## src/rtl/uart_message_tx.sv

```systemverilog
// uart_message_tx: looks up one byte of a fixed 16-character message ROM on
// each accepted enable strobe and sends it as a UART frame on tx (LSB first).
// Bit timing comes from a phase accumulator, so any clock/baud ratio works.
// Optional build macro: UART_MSG_PARITY_EN adds an even-parity bit (8E1);
// without it the frame is 8N1.
module uart_message_tx #(
  parameter int CLK_FREQ = 48000000,
  parameter int BAUD     = 115200,
  parameter int ACC_W    = 32
) (
  input  logic       clk,
  input  logic       reset,
  input  logic       en_in,
  input  logic [3:0] index,
  output logic       tx,
  output logic       busy,
  output logic       done,
  output logic       overrun
);

  localparam logic [63:0]      INC64 = (64'(BAUD) << ACC_W) / 64'(CLK_FREQ);
  localparam logic [ACC_W-1:0] INC   = INC64[ACC_W-1:0];

`ifdef UART_MSG_PARITY_EN
  typedef enum logic [2:0] {IDLE, START, DATA, PARITY, STOP} state_t;
`else
  typedef enum logic [1:0] {IDLE, START, DATA, STOP} state_t;
`endif

  state_t           state;
  logic [ACC_W-1:0] acc;
  logic [ACC_W-1:0] acc_nxt;
  logic [7:0]       shreg;
  logic [2:0]       bitcnt;
  logic [7:0]       rom_byte;
  logic             tick;
  logic             look;
`ifdef UART_MSG_PARITY_EN
  logic             par;
`endif

  function automatic logic [7:0] rom(input logic [3:0] i);
    case (i)
      4'd0:    rom = 8'h48; // H
      4'd1:    rom = 8'h45; // E
      4'd2:    rom = 8'h4C; // L
      4'd3:    rom = 8'h4C; // L
      4'd4:    rom = 8'h4F; // O
      4'd5:    rom = 8'h20; // space
      4'd6:    rom = 8'h55; // U
      4'd7:    rom = 8'h41; // A
      4'd8:    rom = 8'h52; // R
      4'd9:    rom = 8'h54; // T
      4'd10:   rom = 8'h20; // space
      4'd11:   rom = 8'h30; // 0
      4'd12:   rom = 8'h31; // 1
      4'd13:   rom = 8'h32; // 2
      4'd14:   rom = 8'h33; // 3
      default: rom = 8'h0A; // line feed
    endcase
  endfunction

  assign rom_byte = rom(index);

  // acc + INC carries out exactly when acc > ~INC, so the carry is a compare.
  // tick: the bit boundary falls on the coming edge.
  // look: the boundary falls on the edge after that; lets done be registered
  // yet still sit in the last stop-bit cycle.
  assign acc_nxt = acc + INC;
  assign tick    = (acc > ~INC);
  assign look    = (acc_nxt > ~INC);

  // Frame FSM, baud accumulator and all registered outputs.
  always_ff @(posedge clk) begin
    if (reset) begin
      state   <= IDLE;
      acc     <= '0;
      shreg   <= '0;
      bitcnt  <= '0;
      tx      <= 1'b1;
      busy    <= 1'b0;
      done    <= 1'b0;
      overrun <= 1'b0;
`ifdef UART_MSG_PARITY_EN
      par     <= 1'b0;
`endif
    end else begin
      done    <= 1'b0;
      overrun <= en_in && (state != IDLE);
      acc     <= (state == IDLE) ? '0 : acc_nxt;
      case (state)
        IDLE: begin
          if (en_in) begin
            shreg  <= rom_byte;
            bitcnt <= '0;
`ifdef UART_MSG_PARITY_EN
            par    <= ^rom_byte;
`endif
            state  <= START;
            tx     <= 1'b0;
            busy   <= 1'b1;
          end
        end
        START: begin
          if (tick) begin
            state <= DATA;
            tx    <= shreg[0];
          end
        end
        DATA: begin
          if (tick) begin
            shreg  <= shreg >> 1;
            bitcnt <= bitcnt + 3'd1;
            if (bitcnt == 3'd7) begin
`ifdef UART_MSG_PARITY_EN
              state <= PARITY;
              tx    <= par;
`else
              state <= STOP;
              tx    <= 1'b1;
              done  <= look;
`endif
            end else begin
              tx <= shreg[1];
            end
          end
        end
`ifdef UART_MSG_PARITY_EN
        PARITY: begin
          if (tick) begin
            state <= STOP;
            tx    <= 1'b1;
            done  <= look;
          end
        end
`endif
        STOP: begin
          if (tick) begin
            state <= IDLE;
            busy  <= 1'b0;
            acc   <= '0;
          end else begin
            done <= look;
          end
        end
        default: begin
          state <= IDLE;
          tx    <= 1'b1;
          busy  <= 1'b0;
        end
      endcase
    end
  end

endmodule

```

## config.mk

```make
export PLATFORM = sky130hd
export DESIGN_NAME = uart_message_tx
export DESIGN_NICKNAME = d
export VERILOG_FILES = /design/src/rtl/uart_message_tx.sv
export SDC_FILE = /design/constraint.sdc
export NUM_CORES = 1
export LEC_CHECK = 0
export CORE_MARGIN = 2
export CORE_UTILIZATION = 40
export DETAILED_ROUTE_END_ITERATION = 16
export HOLD_SLACK_MARGIN = 0.05
export PLACE_DENSITY = 0.58
export SYNTH_ARGS = -nofsm -noshare
export SYNTH_HDL_FRONTEND = slang
export SYNTH_SLANG_ARGS = --single-unit
```

## constraint.sdc

```tcl
create_clock -name clk -period 6 [get_ports clk]
set_clock_uncertainty 0.15 [all_clocks]
set_input_delay 0.9 -clock clk [delete_from_list [all_inputs] [get_ports clk]]
set_output_delay 0.9 -clock clk [all_outputs]
set_load 0.1 [all_outputs]
```

==> results.toml <==
[outcome]
status = "completed"

[clock_network]
cts_buffers = 5
hold_buffers = 0
cts_tree = "built"
cts_resized = 0
h-tree-depth = 2
clk_pin_slew_worst_paths_ns = 0.10
clkLatencyLatePin_ns = 0.31
clock_tree.root_cell = "clkbuf_8"
clock-sinks = 48
cts.path.max_buffers = 2
post-cts-setup-buffers = 0

[global_routing]
grt_max_degree = 33
antenna_found_initial = 0
track_usage = 0.159
grt_pass1_vias = 2299
grt_overflow_total = 0
grt_pass1_wl_um = 11000

[floorplanning]
die_w_um = 90.7
die_h_um = 90.7
core_um2 = 7250
io_pins = 11
rows = 31
start_util = 0.415
fp.dieArea_um2 = 8230

[route]
drt-initial-drc-count = 152
firstDrtPassIters = 4
drc = 0
routed_wl_um = 6380
num_vias = 2559
detail_route.wl_per_cell_um = 13.5
antenna_left = 0
viasPerCell = 5.41

[timing]
timing.final.ws_setup_ns = 2.86
final.min_clock_period_ns = 3.14
hold_ws_ns = 0.328
tns_ns = 0
setup_viol = 0
finalCritPeriodShare = 0.523
fmax_mhz = 319
final_hold_viol_count = 0
slew_headroom = 0.297
rsz0062_at_grt = "no"
worstMarginPinSlew_ns = 1.05
finalMaxSlewViolations = 0

[power_and_ir_drop]
ir_drop_v = 0.000277
totalPowerFinal_w = 0.00135
p_leak_nw = 1.18
power.density_nw_per_um2 = 411

[final_layout]
final_util = 0.452
syn_to_final_growth_pct = 8.94
seq_area_um2 = 961
nets = 389
fillers = 731
drive_above_1_share = 0.0615
n_antenna_cell = 0
multi_input_area_um2 = 1910

[flow_run]
drv_cap = 0

[yosys]
synth_ff_type = "dfxtp_1"
synth-seq-area-share = 0.319
synth_most_common_cell = "nor2_1"
synthesis.area_um2 = 3010
syn_area_per_cell_um2 = 7.96
synth_area_leader_cell = "dfxtp_1"
synth-edff-count = 0
synth_top_cell_area_share = 0.319
synth_cells = 378
syn-num-nets = 394
ys_ff_latch = 48
synthTopCellsByArea = "dfxtp_1, nor2_1, a21oi_1, nand2_1, xor2_1"
ys_types = 66
yosys_warnings = 0
synth-async-reset-ratio = 0
ys_top_cells_by_count = "nor2_1, dfxtp_1, nand2_1, a21oi_1, o21ai_0"

[worst_setup_path]
reg2reg_depth = 8
arrival_ns = 3.18
critPathRequiredTime_ns = 6.04
r2r-end = "shreg[2]"
path_max_fanout = 15
rrSetupSlack_ns = 2.86
startpoint_type = "flip-flop"
worst_r2r_startpoint = "acc[20]"
critical_path.endpoint_type = "flip-flop"
worstSetupPathType = "reg -> reg"

[worst_hold_path]
whs_path_depth = 2
hp-class = "reg -> reg"
hold_path.startpoint = "bitcnt[1]"
holdPathEnd = "bitcnt[1]"

[placed_design]
numPortBuffers = 10
gp_congestion = 0.807
dp_hpwl_um = 4620
pre_cts_ws_ns = 2.77
[worst max path at each step]
stage | to | slack [ns] | startpoint | cells after the start
after CTS | shreg[2] | 2.86 | acc[20] | 8
after global routing | shreg[6] | 2.61 | acc[20] | 8
after global placement | acc[13] | 2.79 | reset | 3
after floorplan | done | 3.37 | acc[1] | 9
final | shreg[2] | 2.86 | acc[20] | 8
after detailed placement | acc[13] | 2.77 | reset | 3
[power breakdown]
group | switching, W | internal [W]
clock | 0.000118 | 0.000168
sequential | 0.000103 | 0.000390
combinational | 0.000340 | 0.000230
[per-layer routing]
layer  routed length, µm  track usage  share of wire
met1                3380        0.235           0.53
met4                  80       0.0462          0.013
met2                2760        0.235           0.43
met5                   0            0              0
met3                 164       0.0275          0.026
[logic make-up after synthesis]
| group | share of synthesized area |
|---|---|
| mux | 0.0341 |
| xor+xnor | 0.0728 |
| compound gates | 0.211 |
| buf+inv | 0.0445 |
| simple gates | 0.281 |
| flops | 0.319 |
| fa+ha+maj | 0.0374 |
[stage by stage]
stage	area (µm²)	cells
global placement	3140	465
finish	3280	473
CTS	3280	473
detailed placement	3140	465
floorplan	3010	378
global route	3280	473
[final cells by class]
type | count | area share
multi-input combinational | 297 | 0.584
sequential | 48 | 0.293
timing repair buffer | 10 | 0.0305
inverter | 11 | 0.0126
clock inverter | 3 | 0.0210
tap | 99 | 0.0378
clock buffer | 5 | 0.0210
[placed cells by master, fill, tap and decap left out, types with 7 or more instances in the layout]
cell             instances
nor2b_1                 13
nor2_1                  55
inv_1                   11
ha_1                     9
nor3_1                   7
xnor2_1                 12
nand2b_1                 7
a31oi_1                  8
dfxtp_1                 48
mux2i_1                  8
xor2_1                  13
nand2_1                 32
nand3_1                 10
o21ai_0                 16
clkdlybuf4s50_1         10
a21oi_1                 24
[sequential cells by signal, summed over array words and instances, names as in the netlist]
signal	count
acc	32
shreg	7
bitcnt	3
state	2
busy	1
done	1
overrun	1
tx	1
[worst max-delay path: stages, from the launching register on]
cell	delay [ns]
dfxtp_1	0.34
or3_4	0.41
nor4b_4	0.31
a31oi_1	0.20
a211oi_4	0.41
nor2b_1	0.11
nor3_2	0.75
mux2i_1	0.28
nor2_1	0.05
Note: power is estimated with default switching activity, not from simulation.
